===== config.mk =====
export PLATFORM = sky130hd
export DESIGN_NAME = mlp_layer_seq
export DESIGN_NICKNAME = d
export VERILOG_FILES = /design/src/rtl/mlp_pkg.sv /design/src/rtl/mlp_addr_gen.sv /design/src/rtl/mlp_layer_seq.sv
export SDC_FILE = /design/constraint.sdc
export NUM_CORES = 1
export LEC_CHECK = 0
export CAP_MARGIN = 20
export CORE_ASPECT_RATIO = 0.9
export CORE_UTILIZATION = 26
export DETAILED_ROUTE_END_ITERATION = 7
export PLACE_DENSITY = 0.77
export SETUP_SLACK_MARGIN = 0.2
export SLEW_MARGIN = 20
export SYNTH_ARGS = -nofsm -noshare
export SYNTH_HDL_FRONTEND = slang
export SYNTH_HIERARCHICAL = 1
export SYNTH_SLANG_ARGS = --single-unit

===== constraint.sdc =====
create_clock -name clk -period 1.7 [get_ports clk]
set_input_delay 0.425 -clock clk [delete_from_list [all_inputs] [get_ports clk]]
set_output_delay 0.425 -clock clk [all_outputs]
set_load 0.02 [all_outputs]

===== src/rtl/mlp_pkg.sv =====
// Shared definitions for the single-MAC MLP layer sequencer.
// Provides the sequencer state encoding, the default accumulator width and
// the address-width helper used to size the RAM address ports.
package mlp_pkg;

   typedef enum logic [2:0] {
      IDLE  = 3'd0,
      ISSUE = 3'd1,
      DRAIN = 3'd2,
      WRITE = 3'd3,
      DONE  = 3'd4
   } state_e;

   localparam int ACC_WIDTH_DEF = 32;

   // Address width for a memory of n entries, never narrower than one bit
   // so single-entry memories still get a real port.
   function automatic int addr_w(input int n);
      return (n > 1) ? $clog2(n) : 1;
   endfunction

endpackage


===== src/rtl/mlp_addr_gen.sv =====
// Input/neuron/weight address counters for the layer sequencer.
// Latency: counters update on the clock edge after a control strobe.
// No backpressure of its own: the sequencer only strobes when it may advance.
// Ports: clear_i zeroes all counters, step_i advances to the next input of
// the current neuron, next_i moves to input 0 of the next neuron.
// i_o/w_o/j_o are the counters; last_in_o/last_out_o flag the final input/neuron.
module mlp_addr_gen
   import mlp_pkg::*;
#(
   parameter int N_IN   = 4,
   parameter int N_OUT  = 2,
   parameter int IN_AW  = addr_w(N_IN),
   parameter int W_AW   = addr_w(N_IN * N_OUT),
   parameter int OUT_AW = addr_w(N_OUT)
) (
   input  logic              clk,
   input  logic              rst,
   input  logic              clear_i,
   input  logic              step_i,
   input  logic              next_i,
   output logic [IN_AW-1:0]  i_o,
   output logic [W_AW-1:0]   w_o,
   output logic [OUT_AW-1:0] j_o,
   output logic              last_in_o,
   output logic              last_out_o
);

   localparam logic [IN_AW-1:0]  I_LAST = IN_AW'(N_IN - 1);
   localparam logic [OUT_AW-1:0] J_LAST = OUT_AW'(N_OUT - 1);

   logic [IN_AW-1:0]  i_q, i_d;
   logic [W_AW-1:0]   w_q, w_d;
   logic [OUT_AW-1:0] j_q, j_d;

   // The weight address is a running counter rather than j*N_IN+i. It only
   // advances when a new (i, j) pair is issued, so it stops at
   // N_IN*N_OUT-1 at the end of the layer and never wraps mid-layer.
   always_comb begin
      i_d = i_q;
      w_d = w_q;
      j_d = j_q;
      if (clear_i) begin
         i_d = '0;
         w_d = '0;
         j_d = '0;
      end else if (next_i) begin
         i_d = '0;
         w_d = w_q + 1'b1;
         j_d = j_q + 1'b1;
      end else if (step_i) begin
         i_d = i_q + 1'b1;
         w_d = w_q + 1'b1;
      end
   end

   always_ff @(posedge clk) begin
      if (rst) begin
         i_q <= '0;
         w_q <= '0;
         j_q <= '0;
      end else begin
         i_q <= i_d;
         w_q <= w_d;
         j_q <= j_d;
      end
   end

   assign i_o        = i_q;
   assign w_o        = w_q;
   assign j_o        = j_q;
   assign last_in_o  = (i_q == I_LAST);
   assign last_out_o = (j_q == J_LAST);

endmodule


===== src/rtl/mlp_layer_seq.sv =====
// Sequencer for one fully-connected layer over a single shared MAC.
// Latency: N_IN+2 cycles from go (or from the previous handshake) to out_valid.
// Backpressure: WRITE holds out_valid/out_idx/out_data and all addresses until out_ready.
// Ports: go/busy/done control; in_addr/w_addr to 1-cycle-latency RAMs;
// mac_start/mac_valid/mac_result to the MAC; out_valid/out_ready/out_idx/out_data downstream.
module mlp_layer_seq
   import mlp_pkg::*;
#(
   parameter int N_IN      = 4,
   parameter int N_OUT     = 2,
   parameter int ACC_WIDTH = ACC_WIDTH_DEF,
   parameter int RELU      = 0,
   parameter int IN_AW     = addr_w(N_IN),
   parameter int W_AW      = addr_w(N_IN * N_OUT),
   parameter int OUT_AW    = addr_w(N_OUT)
) (
   input  logic                 clk,
   input  logic                 rst,
   input  logic                 go,
   output logic                 busy,
   output logic                 done,
   output logic [IN_AW-1:0]     in_addr,
   output logic [W_AW-1:0]      w_addr,
   output logic                 mac_start,
   output logic                 mac_valid,
   input  logic [ACC_WIDTH-1:0] mac_result,
   output logic                 out_valid,
   input  logic                 out_ready,
   output logic [OUT_AW-1:0]    out_idx,
   output logic [ACC_WIDTH-1:0] out_data
);

   state_e state_q, state_d;

   // Issue flags delayed by one cycle so the MAC strobes line up with the
   // RAM read data for the address issued in the previous cycle.
   logic start_q, start_d;
   logic valid_q, valid_d;

   logic              cnt_clear;
   logic              cnt_step;
   logic              cnt_next;
   logic [IN_AW-1:0]  i_cnt;
   logic [W_AW-1:0]   w_cnt;
   logic [OUT_AW-1:0] j_cnt;
   logic              last_in;
   logic              last_out;

   mlp_addr_gen #(
      .N_IN   (N_IN),
      .N_OUT  (N_OUT),
      .IN_AW  (IN_AW),
      .W_AW   (W_AW),
      .OUT_AW (OUT_AW)
   ) u_addr_gen (
      .clk        (clk),
      .rst        (rst),
      .clear_i    (cnt_clear),
      .step_i     (cnt_step),
      .next_i     (cnt_next),
      .i_o        (i_cnt),
      .w_o        (w_cnt),
      .j_o        (j_cnt),
      .last_in_o  (last_in),
      .last_out_o (last_out)
   );

   always_comb begin
      state_d   = state_q;
      cnt_clear = 1'b0;
      cnt_step  = 1'b0;
      cnt_next  = 1'b0;
      case (state_q)
         IDLE: begin
            if (go) begin
               state_d   = ISSUE;
               cnt_clear = 1'b1;
            end
         end
         ISSUE: begin
            // The last input's address is held through DRAIN and WRITE.
            if (last_in) begin
               state_d = DRAIN;
            end else begin
               cnt_step = 1'b1;
            end
         end
         DRAIN: begin
            state_d = WRITE;
         end
         WRITE: begin
            if (out_ready) begin
               if (last_out) begin
                  state_d = DONE;
               end else begin
                  state_d  = ISSUE;
                  cnt_next = 1'b1;
               end
            end
         end
         DONE: begin
            state_d = IDLE;
         end
         default: begin
            state_d = IDLE;
         end
      endcase
   end

   // Input 0 of every neuron loads the accumulator, so no stale sum from a
   // previous neuron or an aborted layer can leak into a result.
   always_comb begin
      start_d = (state_q == ISSUE) && (i_cnt == '0);
      valid_d = (state_q == ISSUE) && (i_cnt != '0);
   end

   always_ff @(posedge clk) begin
      if (rst) begin
         state_q <= IDLE;
         start_q <= 1'b0;
         valid_q <= 1'b0;
      end else begin
         state_q <= state_d;
         start_q <= start_d;
         valid_q <= valid_d;
      end
   end

   assign busy      = (state_q == ISSUE) || (state_q == DRAIN) || (state_q == WRITE);
   assign done      = (state_q == DONE);
   assign in_addr   = i_cnt;
   assign w_addr    = w_cnt;
   assign mac_start = start_q;
   assign mac_valid = valid_q;
   assign out_valid = (state_q == WRITE);

   // The final accumulate lands in the MAC's output register on the edge
   // that enters WRITE, and the MAC receives no strobes while in WRITE, so
   // its registered result (and the neuron counter) are already stable for
   // the whole handshake. Outside WRITE the outputs are forced to zero.
   always_comb begin
      out_idx  = '0;
      out_data = '0;
      if (state_q == WRITE) begin
         out_idx  = j_cnt;
         out_data = mac_result;
         if ((RELU != 0) && mac_result[ACC_WIDTH-1]) begin
            out_data = '0;
         end
      end
   end

endmodule


==> results.md, run 1 <==
| Stage | Parameter | Reported |
|:---|:---|:---|
| outcome | Run status | finished, final reports clean |
| global routing | Number of antenna violations at the first check in global routing | 0 |
| cts | TritonCTS buffer count | 3 |
| floorplanning | Die Span Y | 53.2 um |
| placement | Pre-CTS setup slack | -0.383 ns |
| cts | CTS tree | built |
| finish | Number of standard cells in the final layout excluding fillers | 226 |
| drt | Vias per Instance | 4.42 |
| drt | Routed Wire Length | 3150 um |
| cts | Clock root buffer | sky130_fd_sc_hd__clkbuf_4 |
| power and ir drop | Total power | 0.630 mW |
| finish | Area taken by flip-flops and latches | 226 um^2 |
| power and ir drop | Power Dens Cells | 335 nW/um^2 |
| sta | Setup tns final | 0 ns |
| placement | Port-buffer cells | 78 |
| drt | Post-route antenna net violation count | 0 |
| placement | Total cell area at the placement stage | 1700 um^2 |
| sta | Post-route minimum period | 1.66 ns |
| sta | Number of max-slew violations in the final report | 0 |
| critical path | Combined buffer and inverter count along the critical path | 2 |
| finish | Share of post-route cells with drive strength above 1 | 0.511 |
| sta | Normalized max-slew margin | 0.852 |
| sta | RSZ-0062 raised after global routing | true |
| floorplanning | Die width | 58.9 um |
| global routing | Largest net degree at the start of global routing | 21 |
| logic synthesis | Cell type contributing the most total cell area after synthesis | sky130_fd_sc_hd__dfxtp_1 |
| sta | Total of endpoints with negative setup slack in the final report | 0 |
| finish | Fill cell total of the finished layout | 213 |
| critical path | Data arrival at the endpoint of the critical path | 1.23 ns |
| critical path | Kind of launch point of the worst setup path | flip-flop |
| finish | Final std cell area, no fill | 1880 um^2 |
| logic synthesis | Seq cells post-synth | 11 |
| global routing | Global-route wire length before repair | 4080 um |
| power and ir drop | Static leakage power | 0.852 nW |
| sta | Fraction of the cycle the final worst path needs | 0.974 |
| floorplanning | Starting utilization of the core area | 0.276 |
| placement | Number of placed instances, taps included | 219 |
| global routing | Overall Global Routing Usage | 0.177 |
| logic synthesis | Largest cells by area after synthesis | sky130_fd_sc_hd__dfxtp_1 (29%), sky130_fd_sc_hd__and2_1 (28%), sky130_fd_sc_hd__nor3_1 (4.6%) |
| floorplanning | Core Box Area | 2750 um^2 |
| critical path | Worst setup path class | reg -> out |
| drt | Final routed DRC violation total | 0 |
| critical path | Crit. End Element | output port |
| flow run | Number of max-cap violations | 0 |
| logic synthesis | Count leader, synth | sky130_fd_sc_hd__and2_1 |
| drt | Router iterations before antenna repair | 3 |
| finish | Multi-input combinational cell area | 594 um^2 |
| logic synthesis | Primary FF master, synth | sky130_fd_sc_hd__dfxtp_1 |
| logic synthesis | Warnings, synthesis | 6 |
| logic synthesis | Number of distinct library cell variants in the gate-level netlist after synthesis | 29 |
| critical path | Cell family with most CP delay | flip-flops |
| global routing | Via count of the first global-routing pass | 865 |
| cts | Clock transition at path regs | 0.07 ns |
| critical path | Delay of the slowest cell on the worst path | 0.35 ns |
| power and ir drop | Worst IR drop on VDD | 338 uV |
| finish | Final net count | 225 |
| finish | Antenna diode count | 0 |
| cts | Insertion delay to the later sink of the worst-skew pair | 0.27 ns |
| critical path | Cell type with the highest occurrence count on the critical path | sky130_fd_sc_hd__buf_6 |
| critical path | Series of cell instances along the critical path | nand2_4 -> nor2_4 -> buf_6 -> and2_1 -> buf_6 |
| floorplanning | Row Count | 18 |
| logic synthesis | Number of instances in the synthesized netlist | 92 |
| sta | Setup slack after layout | 0.0442 ns |
| logic synthesis | Mean instance size in the synthesized netlist | 8.24 um^2 |
| cts | Num Clock Sinks | 11 |
| drt | Total via count after detailed routing | 1000 |
| finish | Syn-to-layout area delta | 148% |
| placement | HPWL after DPL | 2420 um |
| global routing | Total gr overflow | 0 |
| drt | Wire per inst | 13.9 um |
| cts | CTS hold repair buffers | 0 |
| logic synthesis | Netlist Area Pre-Place | 758 um^2 |
| floorplanning | Full die area | 3140 um^2 |
| floorplanning | Top-level port count | 79 |
| worst hold path | Worst min-delay path class | reg -> reg |
| sta | Max frequency | 604 MHz |
| critical path | Slowest CP cell | sky130_fd_sc_hd__dfxtp_2 |
| logic synthesis | Synthesized Nets | 130 |
| logic synthesis | Commonest cells post-synth | sky130_fd_sc_hd__and2_1 (34), sky130_fd_sc_hd__dfxtp_1 (11), sky130_fd_sc_hd__nor3_1 (7) |
| sta | Number of failing hold endpoints at the final stage | 0 |
| cts | H-tree Lvls | 1 |
| logic synthesis | Number of enable flip-flop cells after synthesis | 0 |
| logic synthesis | Area share of the largest cell type after synthesis | 0.290 |
| logic synthesis | Register area share after synthesis | 0.290 |
| logic synthesis | Share of synthesized flip-flops with an asynchronous set or reset | 0 |
| critical path | CP max FO | 12 |
| critical path | WP data required | 1.27 ns |
| placement | Global placement routability congestion | 0.711 |
| sta | Worst clock skew | 0.000508 ns |
| sta | Worst slew pin tran | 0.219 ns |
| cts | Clock Tree Buf Depth | 2 |
| drt | Initial drt markers | 27 |
==> kinds of logic (layout without fill, tap and decap cells) <==
| group | after synthesis | count (layout) | synth area share |
|---|---|---|---|
| adders and majority gates | 2 | 2 | 0.0330 |
| DFF | 11 | 11 | 0.290 |
| buffers and inverters | 8 | 102 | 0.0660 |
| xor gates and xnor gates | 2 | 2 | 0.0231 |
| and+or+nand+nor | 59 | 59 | 0.485 |
| AOI/OAI and AO/OA | 8 | 8 | 0.0743 |
| muxes | 2 | 2 | 0.0281 |
==> metrics by stage <==
stage / utilization / hold WS [ns]
after floorplan: - / 0.490
after global placement: 0.617 / 0.450
after detailed placement: 0.617 / 0.449
after CTS: 0.653 / 0.460
after global routing: 0.684 / 0.477
final: 0.684 / 0.459
==> worst paths after layout <==
kind,start,to,slack (ns),depth (start not counted)
worst max-delay path,state_q[1],out_data[3],0.04,5
worst max register to register,state_q[1],u_addr_gen/w_o[0],0.15,8
worst min-delay path,u_addr_gen/i_o[1],mac_start,0.46,1
worst min register to register,u_addr_gen/i_o[1],mac_start,0.46,1
==> registers in the layout, indices dropped and copies added (netlist names) <==
register        flops
u_addr_gen/w_o      3
mac_valid           1
u_addr_gen/j_o      1
state_q             3
mac_start           1
u_addr_gen/i_o      2
==> final cells by class <==
type,instances,share of cell area
clock buffer,4,0.0140
sequential,11,0.120
multi-input combinational,73,0.316
inverter,1,0.00200
tap,40,0.0266
timing repair buffer,97,0.521
==> layout by cell type, fill, tap and decap left out, types with 3 or more instances in the layout <==
master                            synthesis  layout
sky130_fd_sc_hd__and2_1                  34      16
sky130_fd_sc_hd__and2_2                   0       8
sky130_fd_sc_hd__and2_4                   0      10
sky130_fd_sc_hd__buf_4                    2      16
sky130_fd_sc_hd__buf_6                    1      38
sky130_fd_sc_hd__clkbuf_4                 0       3
sky130_fd_sc_hd__clkdlybuf4s50_1          0      34
sky130_fd_sc_hd__dfxtp_1                 11       6
sky130_fd_sc_hd__dfxtp_2                  0       5
sky130_fd_sc_hd__dlygate4sd2_1            0       7
sky130_fd_sc_hd__nor2_1                   4       3
sky130_fd_sc_hd__nor3_1                   7       5
==> per-layer routing <==
| layer | GRT usage | vias up | routed length, um |
|---|---|---|---|
| met4 | 0.0516 | 0 | 29 |
| li1 | - | 497 | - |
| met5 | 0 | - | 0 |
| met2 | 0.366 | 44 | 1790 |
| met3 | 0.0489 | 2 | 280 |
| met1 | 0.167 | 457 | 1050 |
==> repair_timing <==
| action | CTS | global route |
|---|---|---|
| pin swaps | 2 | 2 |
| resized for setup | 237 | 15 |
| buffers inserted | 0 | 3 |
| hold endpoints to repair | 0 | 0 |
| setup endpoints to repair | 48 | 39 |
==> power breakdown <==
part | switching, mW | internal [mW]
registers | 0.00861 | 0.267
clock network | 0.0884 | 0.0908
logic | 0.0605 | 0.114
total | 0.158 | 0.472
(Power assumes the default switching activity.)
==> run 2, diff against run 1 <==
CORE_UTILIZATION = 30   (was 26)
PLACE_DENSITY = default   (was 0.77)
PLACE_DENSITY_LB_ADDON = 0.12   (was default)
clock period = 2 ns   (was 1.7 ns; I/O delays follow)
==> results.md, run 2 (synthesis gave the netlist of run 1 again) <==
| Stage | Parameter | Reported | Change |
|:---|:---|:---|:---|
| worst hold path | Count of cells along the worst hold path | 2 | was 1 |
| sta | RSZ-0062 raised after global routing | true | unchanged |
| finish | Share of post-route cells with drive strength above 1 | 0.408 | was 0.511 |
| finish | Syn-to-layout area delta | 120% | was 148% |
| drt | Wire per inst | 12.9 um | was 13.9 um |
| placement | HPWL after DPL | 2010 um | was 2420 um |
| global routing | Met3 Resource Use GR | 0.102 | was 0.0489 |
| critical path | Worst R2R Path Depth | 6 | was 8 |
| global routing | Via count of the first global-routing pass | 916 | was 865 |
| finish | Multi-input combinational cell area | 533 um^2 | was 594 um^2 |
| critical path | Critical R2R Launch | state_q[1] | unchanged |
| global routing | Largest net degree at the start of global routing | 18 | was 21 |
| floorplanning | Full die area | 2730 um^2 | was 3140 um^2 |
| cts | Clock root buffer | sky130_fd_sc_hd__clkbuf_4 | unchanged |
| critical path | Data arrival at the endpoint of the critical path | 1.35 ns | was 1.23 ns |
| sta | Max frequency | 539 MHz |  |
| critical path | Slowest CP cell | sky130_fd_sc_hd__dfxtp_2 | unchanged |
| critical path | Series of cell instances along the critical path | nand2_4 -> nor2_4 -> buf_12 -> and2_1 -> buf_2 | was nand2_4 -> nor2_4 -> buf_6 -> and2_1 -> buf_6 |
| cts | CTS hold repair buffers | 0 | unchanged |
| critical path | Delay of the slowest cell on the worst path | 0.35 ns | about the same |
| placement | Total cell area at the placement stage | 1600 um^2 | was 1700 um^2 |
| sta | Worst clock skew | 0.00158 ns | was 0.000508 ns |
| finish | Antenna diode count | 0 | unchanged |
| drt | Final routed DRC violation total | 0 | unchanged |
| critical path | Worst setup path class | reg -> out | unchanged |
| cts | TritonCTS buffer count | 3 | unchanged |
| critical path | Crit. End Element | output port | unchanged |
| sta | Number of failing hold endpoints at the final stage | 0 | unchanged |
| finish | Most frequent cells in the layout | sky130_fd_sc_hd__clkdlybuf4s50_1 (39), sky130_fd_sc_hd__buf_6 (19), sky130_fd_sc_hd__and2_1 (18), sky130_fd_sc_hd__and2_4 (16), sky130_fd_sc_hd__buf_2 (14) | was sky130_fd_sc_hd__buf_6 (38), sky130_fd_sc_hd__clkdlybuf4s50_1 (34), sky130_fd_sc_hd__and2_1 (16), sky130_fd_sc_hd__buf_4 (16), sky130_fd_sc_hd__and2_4 (10) |
| finish | Commonest non-fill, non-tap cell in the layout | sky130_fd_sc_hd__clkdlybuf4s50_1 | was sky130_fd_sc_hd__buf_6 |
| sta | Total of endpoints with negative setup slack in the final report | 0 | unchanged |
| global routing | Met2 Use GR | 0.363 | was 0.366 |
| critical path | Worst reg-to-reg setup slack | 0.37 ns | was 0.15 ns |
| floorplanning | Top-level port count | 79 | unchanged |
| sta | Worst slew pin tran | 0.369 ns | was 0.219 ns |
| global routing | Grt peak-use layer | met2 | unchanged |
| drt | Routed Wire Length | 2650 um | was 3150 um |
| drt | Post-route antenna net violation count | 0 | unchanged |
| worst hold path | Worst min-delay path class | reg -> reg | unchanged |
| cts | Num Clock Sinks | 11 | unchanged |
| sta | Hold Worst Slack | 0.506 ns | was 0.459 ns |
| floorplanning | Core Box Area | 2280 um^2 | was 2750 um^2 |
| cts | Clock transition at path regs | 0.07 ns | about the same |
| global routing | Fraction of met1 tracks used by global routing | 0.200 | was 0.167 |
| power and ir drop | Worst IR drop on VDD | 443 uV | was 338 uV |
| floorplanning | Starting utilization of the core area | 0.332 | was 0.276 |
| drt | Initial drt markers | 6 | was 27 |
| sta | Fraction of the cycle the final worst path needs | 0.927 |  |
| placement | Global placement routability congestion | 0.730 | was 0.711 |
| sta | Post-route minimum period | 1.85 ns |  |
| critical path | WP data required | 1.50 ns | was 1.27 ns |
| global routing | Global-route wire length before repair | 4020 um | was 4080 um |
| power and ir drop | Static leakage power | 0.786 nW | was 0.852 nW |
| drt | Total via count after detailed routing | 976 | was 1000 |
| finish | Fill cell total of the finished layout | 190 | was 213 |
| outcome | Run status | finished, final reports clean | unchanged |
| critical path | Kind of launch point of the worst setup path | flip-flop | unchanged |
| drt | Vias per Instance | 4.74 | was 4.42 |
| sta | Number of max-slew violations in the final report | 0 | unchanged |
| drt | Router iterations before antenna repair | 4 | was 3 |
| worst hold path | HP Start | u_addr_gen/j_o | was u_addr_gen/i_o[1] |
| cts | CTS tree | built | unchanged |
| cts | H-tree Lvls | 1 | unchanged |
| floorplanning | Die Span Y | 49.7 um | was 53.2 um |
| floorplanning | Die width | 55.0 um | was 58.9 um |
| critical path | CP max FO | 17 | was 12 |
| power and ir drop | Power Dens Cells | 312 nW/um^2 | was 335 nW/um^2 |
| worst hold path | Endpoint with the worst hold slack | state_q[2] | was mac_start |
| cts | Insertion delay to the later sink of the worst-skew pair | 0.27 ns | about the same |
| floorplanning | Row Count | 16 | was 18 |
| cts | Clock Tree Buf Depth | 2 | unchanged |
| placement | Port-buffer cells | 78 | unchanged |
| global routing | Total gr overflow | 0 | unchanged |
| finish | Final std cell area, no fill | 1670 um^2 | was 1880 um^2 |
| flow run | Number of max-cap violations | 0 | unchanged |
| critical path | Worst R2R End | u_addr_gen/w_o[0] | unchanged |
| finish | Final net count | 218 | was 225 |
| global routing | Overall Global Routing Usage | 0.204 | was 0.177 |
| global routing | Number of antenna violations at the first check in global routing | 0 | unchanged |
| finish | Area taken by flip-flops and latches | 223 um^2 | was 226 um^2 |
| sta | Normalized max-slew margin | 0.752 | was 0.852 |
run 2: cell count changes in the layout (fill, tap and decap cells not counted), moves of 5 or more:
cell,change
sky130_fd_sc_hd__buf_6,-19
sky130_fd_sc_hd__dlygate4sd2_1,-5
sky130_fd_sc_hd__and2_2,-8
sky130_fd_sc_hd__buf_2,+14
sky130_fd_sc_hd__and2_4,+6
sky130_fd_sc_hd__clkdlybuf4s50_1,+5
sky130_fd_sc_hd__buf_4,-5
run 2: report_power, final:
group	total [mW]	switching (mW)	internal (mW)
combinational	0.135	0.0451	0.0897
clock	0.153	0.0754	0.0772
sequential	0.233	0.00671	0.227
run 2: worst max-delay path by stage:
| stage | to | from | slack [ns] |
|---|---|---|---|
| 2_1_floorplan | u_addr_gen/w_o[2] | go | 0.25 |
| 3_3_place_gp | out_data[12] | mac_result[12] | -0.17 |
| 3_5_place_dp | out_data[11] | mac_result[11] | -0.20 |
| 4_1_cts | out_data[16] | state_q[0] | 0.03 |
| 5_1_grt | out_data[8] | state_q[0] | 0.07 |
| 6_report | out_data[11] | state_q[1] | 0.15 |
run 2: layer usage:
| metal | vias up | share of wire |
|---|---|---|
| met1 | 447 | 0.38 |
| met2 | 40 | 0.55 |
| li1 | 487 | - |
| met5 | - | 0 |
| met4 | 0 | 0.0049 |
| met3 | 2 | 0.067 |
run 2: worst max-delay path, delay by kind of cell, from the launching register on:
kind          cells  cell delay, ns
simple gates      3            0.40
flops             1            0.35
buf+inv           2            0.33
run 2: layout make-up:
type / instances / share of cell area
clock buffer: 4 / 0.0158
inverter: 1 / 0.00225
multi-input combinational: 73 / 0.320
tap: 27 / 0.0203
timing repair buffer: 90 / 0.508
sequential: 11 / 0.134
run 2: timing repair:
item / CTS / global route
endpoints found under the setup margin: 38 / 37
resized for setup: 136 / 66
buffers inserted: 0 / 1
pin swaps: 0 / 17
cloned: 1 / 2
run 2: through the flow:
step	util	power [mW]	instances	worst slack (ns)	setup TNS, ns
finish	0.730	0.521	206	0.146	0
floorplan	-	0.279	92	0.253	0
detailed placement	0.701	0.372	198	-0.202	-5.28
global placement	0.701	0.369	198	-0.166	-4.99
global route	0.730	0.550	206	0.0720	0
CTS	0.654	0.521	203	0.0267	0
